### config.mk
export PLATFORM = sky130hd
export DESIGN_NAME = shift_sequencer
export DESIGN_NICKNAME = d
export VERILOG_FILES = /design/src/rtl/shift_pkg.sv /design/src/rtl/tick_prescaler.sv /design/src/rtl/shift_sequencer.sv
export SDC_FILE = /design/constraint.sdc
export NUM_CORES = 1
export LEC_CHECK = 0
export CAP_MARGIN = 20
export CORE_ASPECT_RATIO = 0.5
export CORE_MARGIN = 4
export CORE_UTILIZATION = 35
export CTS_BUF_LIST = sky130_fd_sc_hd__clkbuf_4 sky130_fd_sc_hd__clkbuf_8
export DETAILED_ROUTE_END_ITERATION = 7
export GPL_TIMING_DRIVEN = 0
export MAX_ROUTING_LAYER = met4
export PLACE_DENSITY = 0.6
export REMOVE_ABC_BUFFERS = 1
export SLEW_MARGIN = 30
export SYNTH_ARGS = -nofsm -noshare
export SYNTH_HDL_FRONTEND = slang
export SYNTH_SLANG_ARGS = --single-unit
### constraint.sdc
create_clock -name clk -period 4.2 [get_ports clk]
set_clock_uncertainty 0.15 [all_clocks]
set_input_delay 0.84 -clock clk [delete_from_list [all_inputs] [get_ports clk]]
set_output_delay 0.84 -clock clk [all_outputs]
set_load 0.01 [all_outputs]
### src/rtl/shift_pkg.sv
// Shared encodings for the barrel-shifter datapath: sequencer, shifter and display decoder.
package shift_pkg;

  localparam logic [1:0] OP_ROTL = 2'b00;
  localparam logic [1:0] OP_ROTR = 2'b01;
  localparam logic [1:0] OP_SHL  = 2'b10;
  localparam logic [1:0] OP_SHR  = 2'b11;

  // 1 s per auto step at a 100 MHz system clock
  localparam int unsigned DEF_TICK_DIV = 100_000_000;

  typedef enum logic [1:0] {
    ST_MANUAL = 2'b00,
    ST_AUTO   = 2'b01,
    ST_HOLD   = 2'b10
  } seq_state_e;

  // Operation codes advance in encoding order and wrap from shr back to rotl.
  function automatic logic [1:0] op_advance(input logic [1:0] op_cur);
    return op_cur + 2'd1;
  endfunction

endpackage

### src/rtl/tick_prescaler.sv
// Free-running prescaler: one-cycle tick after every TICK_DIV enabled cycles.
// clr has priority over en and suppresses the tick of that cycle.
module tick_prescaler #(
  parameter int unsigned TICK_DIV = 4
) (
  input  logic clk,
  input  logic reset_n,
  input  logic en,
  input  logic clr,
  output logic tick
);

  // A single-bit counter keeps TICK_DIV=1 legal (terminal count is then 0).
  localparam int unsigned CW = (TICK_DIV > 1) ? $clog2(TICK_DIV) : 1;
  localparam logic [CW-1:0] TC = CW'(TICK_DIV - 1);

  logic [CW-1:0] cnt_q, cnt_d;
  logic          at_tc;

  assign at_tc = (cnt_q == TC);
  assign tick  = en & ~clr & at_tc;

  // Next count: clear, wrap at terminal count, or hold when disabled.
  always_comb begin
    cnt_d = cnt_q;
    if (clr) begin
      cnt_d = '0;
    end else if (en) begin
      cnt_d = at_tc ? '0 : cnt_q + 1'b1;
    end
  end

  // Count register.
  always_ff @(posedge clk or negedge reset_n) begin
    if (!reset_n) begin
      cnt_q <= '0;
    end else begin
      cnt_q <= cnt_d;
    end
  end

endmodule

### src/rtl/shift_sequencer.sv
// Sequencer for the 16-bit barrel shifter: assembles the operand from byte writes
// and drives shift amount / op code, either from switches or from an auto stepper.
//
// state     | meaning
// ----------+-----------------------------------------------------------
// ST_MANUAL | shamt/op track sel_in/op_in each cycle, prescaler held at 0
// ST_AUTO   | prescaler runs; each tick bumps shamt, wrap bumps op
// ST_HOLD   | prescaler, shamt and op frozen; load edge still preloads
module shift_sequencer
  import shift_pkg::*;
#(
  parameter int unsigned WIDTH    = 16,
  parameter int unsigned TICK_DIV = DEF_TICK_DIV,
  parameter bit          CYCLE_OP = 1'b1,
  localparam int unsigned SHW     = $clog2(WIDTH)
) (
  input  logic               clk,
  input  logic               reset_n,
  input  logic               mode,
  input  logic               hold,
  input  logic               wr_en,
  input  logic               in_select,
  input  logic [WIDTH/2-1:0] in,
  input  logic [1:0]         op_in,
  input  logic [SHW-1:0]     sel_in,
  input  logic               load,
  output logic [WIDTH-1:0]   data_out,
  output logic [SHW-1:0]     shamt,
  output logic [1:0]         op,
  output logic               step,
  output logic [1:0]         state_out
);

  localparam int unsigned HALF = WIDTH / 2;
  localparam logic [SHW-1:0] SHAMT_MAX = SHW'(WIDTH - 1);

  seq_state_e       state_q, state_d;
  logic [WIDTH-1:0] data_q, data_d;
  logic [SHW-1:0]   shamt_q, shamt_d;
  logic [1:0]       op_q, op_d;
  logic             load_q;
  logic             load_edge;
  logic             step_c;
  logic             pre_en, pre_clr, pre_tick;

  assign load_edge = load & ~load_q;

  // The prescaler only runs in AUTO with nothing overriding it; any exit,
  // a preload edge, or manual tracking keeps it parked at zero.
  assign pre_en  = (state_q == ST_AUTO) & mode & ~hold & ~load_edge;
  assign pre_clr = (state_q == ST_MANUAL) | ~mode | load_edge;

  tick_prescaler #(
    .TICK_DIV (TICK_DIV)
  ) u_prescaler (
    .clk     (clk),
    .reset_n (reset_n),
    .en      (pre_en),
    .clr     (pre_clr),
    .tick    (pre_tick)
  );

  // Byte assembly; independent of mode and of auto stepping.
  always_comb begin
    data_d = data_q;
    if (wr_en) begin
      if (in_select) begin
        data_d[WIDTH-1:HALF] = in;
      end else begin
        data_d[HALF-1:0] = in;
      end
    end
  end

  // Next-state, shift amount, op code and step pulse.
  always_comb begin
    state_d = state_q;
    shamt_d = shamt_q;
    op_d    = op_q;
    step_c  = 1'b0;
    unique case (state_q)
      ST_MANUAL: begin
        op_d = op_in;
        if (mode) begin
          // Entering auto keeps the current shift amount as the start point.
          state_d = ST_AUTO;
        end else begin
          shamt_d = sel_in;
        end
      end
      ST_AUTO, ST_HOLD: begin
        if (!mode) begin
          state_d = ST_MANUAL;
          shamt_d = sel_in;
          op_d    = op_in;
        end else begin
          state_d = hold ? ST_HOLD : ST_AUTO;
          if (load_edge) begin
            // Preload beats a coincident tick: no step, no op advance.
            shamt_d = sel_in;
          end else if (pre_tick) begin
            step_c  = 1'b1;
            shamt_d = (shamt_q == SHAMT_MAX) ? '0 : shamt_q + 1'b1;
            if (CYCLE_OP && (shamt_q == SHAMT_MAX)) begin
              op_d = op_advance(op_q);
            end
          end
        end
      end
      default: begin
        state_d = ST_MANUAL;
      end
    endcase
  end

  // Control and datapath registers.
  always_ff @(posedge clk or negedge reset_n) begin
    if (!reset_n) begin
      state_q <= ST_MANUAL;
      data_q  <= '0;
      shamt_q <= '0;
      op_q    <= OP_ROTL;
      load_q  <= 1'b0;
    end else begin
      state_q <= state_d;
      data_q  <= data_d;
      shamt_q <= shamt_d;
      op_q    <= op_d;
      load_q  <= load;
    end
  end

  assign data_out  = data_q;
  assign shamt     = shamt_q;
  assign op        = op_q;
  assign step      = step_c;
  assign state_out = state_q;

endmodule

==> flow_summary.rst <==
.. list-table::
   :header-rows: 1

   * - Metric
     - Value
   * - Leakage dissipation
     - ~1.4 nW
   * - Via count of the first global-routing pass
     - 2476
   * - Time the worst path needs with I/O delays and setup
     - between 4000 and 5000 ps
   * - Number of pins exceeding their max-slew limit in the final report
     - 0
   * - Placeable Area
     - between 8000 and 9000 µm²
   * - Clock transition at the register clock pins on the worst setup and hold paths after CTS
     - about 100 ps
   * - Yosys Warn Count
     - 0
   * - Via density per instance
     - ~5.7
   * - Number of rows in the core area
     - 23
   * - Result of the run
     - completed
   * - Average footprint of a synthesized cell
     - roughly 9.8 µm²
   * - Total CTS buffers
     - 5
   * - Launch point of the worst path
     - hold
   * - Largest fanout on the critical path
     - 9
   * - Post-route DRC
     - 0
   * - Number of DRC markers after the initial detailed-route iteration
     - 170
   * - DP Wirelength
     - between 4 and 5 mm
   * - Share of the core filled with cells in the final layout
     - between 40% and 50%
   * - Number of antenna violations at the first check in global routing
     - 0
   * - Number of input and output port buffers inserted
     - 45
   * - Cell depth of the worst flop-to-flop path
     - 6
   * - Setup-failing EPs final
     - 0
   * - CTS H-tree depth
     - 2
   * - Number of nets with antenna violations after routing
     - 0
   * - Number of distinct standard cells referenced by the synthesized netlist
     - 49
   * - Capturing point of the worst reg2reg path
     - shamt[2]$_DFFE_PN0P_
   * - Worst supply voltage drop on vdd
     - 0.2281 mV
   * - Later-pin clock latency in the skew report
     - about 310 ps
   * - Worst min-delay path class
     - in -> async
   * - Clock root buffer master
     - clkbuf_8
   * - Cell count after synthesis
     - around 300
   * - Netlist area before placement
     - just under 3000 µm²
   * - Overall routed net length
     - 7.096 mm
   * - Worst max-slew margin expressed relative to the limit
     - about 44%
   * - Critical path startpoint category
     - input pin
   * - Final instance area
     - 3611 µm²
   * - Worst reg2reg setup slack
     - roughly 1200 ps
   * - Die Height
     - between 70 and 80 µm
   * - Final Hold Fails
     - 0
   * - Flip-flop cell with the highest count after synthesis
     - dfrtp_1
   * - First drt pass iteration count
     - 4
   * - Routed wire per std cell
     - ~16 µm
   * - Signal arrival time at the worst endpoint
     - just over 3000 ps
   * - PD cells
     - about 430 nW/µm²
   * - Share of cells above drive strength 1
     - a little under an eighth
   * - Required time worst endpoint
     - 3210 ps
   * - Signed area change from the synthesized netlist to the final layout
     - 24.50%
   * - Global router's overall resource usage
     - between 15 and 20%
   * - Reported max-cap violation count
     - 0
   * - Cell Area, Placed
     - ~3500 µm²
   * - Endpoint kind of the worst setup timing path
     - output pin
   * - Number of diodes added for antenna fixing
     - 0
   * - Share of the clock period used by the worst path after layout
     - between 90% and 100%
   * - CTS max path bufs
     - 2
   * - Critical path capture point
     - step
   * - Die ar.
     - slightly below 10000 µm²
   * - Sequential-to-total area share from yosys stat
     - 44.87%
   * - Origin of the critical flop-to-flop path
     - u_prescaler.cnt_q[0]$_DFFE_PN0P_
   * - FFs w/ async S/R, synth
     - 100.0%
   * - Setup CP Type
     - in -> out
   * - EDFF count, synth
     - 0
   * - Post-route worst hold slack
     - 189.3 ps
   * - GRT Residual Overflow
     - 0
   * - Achievable frequency
     - roughly 0.25 GHz
   * - Largest net degree at the start of global routing
     - 49
   * - Least-Margin Pin Slew
     - between 800 and 900 ps
   * - Setup repair after global routing missed its margin
     - false
   * - Effective utilization at floorplan
     - a little over a third
   * - #FFs+latches synth
     - 52
   * - Clock sink count
     - 52
   * - Final weighted congestion of routability-driven global placement
     - about 0.85
   * - Horiz. Die Dim
     - roughly 140 µm
   * - Final nets
     - 360
   * - TritonCTS clock tree
     - done
   * - Number of buffers added to fix hold violations after cts
     - 0
   * - Number of vias after detailed routing
     - 2565
   * - Global-route wire length before repair
     - around 12 mm
   * - I/O Pins
     - 46
[power breakdown]
group	leakage [nW]	total (mW)	switching, mW	internal (mW)
clock network	0.0541	0.352	0.176	0.177
registers	0.672	0.627	0.0624	0.564
logic	0.646	0.571	0.286	0.285
total	1.37	1.55	0.524	1.03
[metrics by stage]
stage	setup slack, ps	TNS, ps	cells	power, mW
2_1_floorplan	1061	0	280	0.9536
3_5_place_dp	-94.50	-94.50	439	1.202
6_report	129.4	0	447	1.550
4_1_cts	33.03	0	447	1.570
5_1_grt	58.42	0	447	1.655
3_3_place_gp	-255.2	-2133	437	1.176
[logic make-up (layout without fill, tap and decap cells)]
logic type                 Yosys count  after routing  share of synthesized area [%]
and+or+nand+nor                    124            124                          25.54
DFF                                 52             52                          44.87
buffers and inverters               24             62                          3.236
muxes                               20             20                          7.636
adders and majority gates            5              5                          2.157
AOI/OAI and AO/OA                   70             70                          15.96
xor gates and xnor gates             2              2                         0.6041
[routing by layer]
metal  routed length (µm)  part of all wire (%)  track usage, %  up-vias
li1                     -                     -               -     1223
met1                 3295                    46           18.70     1261
met2                 3373                    48           26.01       77
met3                  374                   5.3           3.393        4
met4                   53                  0.75           4.469        0
met5                    0                     0               -        -
[repair_timing]
item	in CTS	in global routing
resized for setup	2	2
pin swaps	0	0
endpoints found under the hold margin	0	0
setup buffers	0	0
setup endpoints to repair	1	1
[sequential cells by signal, summed over array words and instances, names as in the netlist]
| name | count |
|---|---|
| op | 2 |
| shamt | 4 |
| u_prescaler.cnt_q | 27 |
| data_out | 16 |
| state_out | 2 |
| load_q | 1 |
[worst min path at each step]
stage,slack [ps],start,cells after the start,end
2_1_floorplan,310,u_prescaler.cnt_q[26]$_DFFE_PN0P_,1,u_prescaler.cnt_q[26]$_DFFE_PN0P_
4_1_cts,170,reset_n,1,op[1]$_DFFE_PN0P_
3_5_place_dp,340,data_out[9]$_DFFE_PN0P_,1,data_out[9]$_DFFE_PN0P_
6_report,190,reset_n,1,shamt[3]$_DFFE_PN0P_
3_3_place_gp,330,u_prescaler.cnt_q[26]$_DFFE_PN0P_,1,u_prescaler.cnt_q[26]$_DFFE_PN0P_
5_1_grt,170,reset_n,1,load_q$_DFF_PN0_
[layout make-up]
cell class                 count  area, µm²
fill                         755       4418
multi-input combinational    221       1526
sequential                    52       1301
timing repair buffer          47      505.5
tap                          112      140.1
clock buffer                   5      68.82
clock inverter                 3      42.54
inverter                       7      26.28
[critical path: stages]
cell	delay, ps
clkdlybuf4s50_1	470
nand2b_4	220
or3_4	440
or3_4	440
nor2_1	120
clkdlybuf4s50_1	540
[cells in the mapped netlist (2+ instances only)]
| cell | count | area, µm² |
|---|---|---|
| inv_1 | 7 | 26.28 |
| nor4b_1 | 3 | 26.28 |
| clkbuf_1 | 14 | 52.55 |
| and4_1 | 3 | 26.28 |
| nand2b_1 | 6 | 37.54 |
| a21oi_1 | 7 | 35.03 |
| nor3_1 | 3 | 15.01 |
| a21o_1 | 3 | 22.52 |
| nand2_1 | 23 | 86.33 |
| ha_1 | 5 | 62.56 |
| or4_1 | 3 | 22.52 |
| buf_2 | 3 | 15.01 |
| nor2_1 | 13 | 48.80 |
| nand4b_1 | 2 | 17.52 |
| nand3_1 | 18 | 90.09 |
| dfrtp_1 | 52 | 1301 |
| nand3b_1 | 13 | 97.59 |
| nor2b_1 | 4 | 25.02 |
| a41oi_1 | 4 | 35.03 |
| a31oi_1 | 34 | 212.7 |
| mux2_2 | 17 | 191.4 |
| nor4_1 | 7 | 43.79 |
| o21ai_0 | 8 | 40.04 |
| nand4_1 | 7 | 43.79 |
| mux2i_1 | 3 | 30.03 |
| and3_1 | 9 | 56.30 |
| o221ai_1 | 2 | 17.52 |
| o22ai_1 | 2 | 12.51 |
| nor4_2 | 2 | 25.02 |
[cell usage in the layout, fill, tap and decap left out, drive strengths merged, types with 2 or more instances in the layout]
cell,instances
a21o,3
a21oi,7
a31oi,34
a41oi,4
and3,9
and4,3
buf,3
clkbuf,5
clkdlybuf4s50,43
dfrtp,52
ha,5
inv,7
mux2,17
mux2i,3
nand2,23
nand2b,6
nand3,18
nand3b,13
nand4,8
nand4b,2
nor2,13
nor2b,4
nor3,3
nor4,9
nor4b,3
o21ai,9
o221ai,2
o22ai,2
or3,2
or4,4
(Power assumes the default switching activity.)
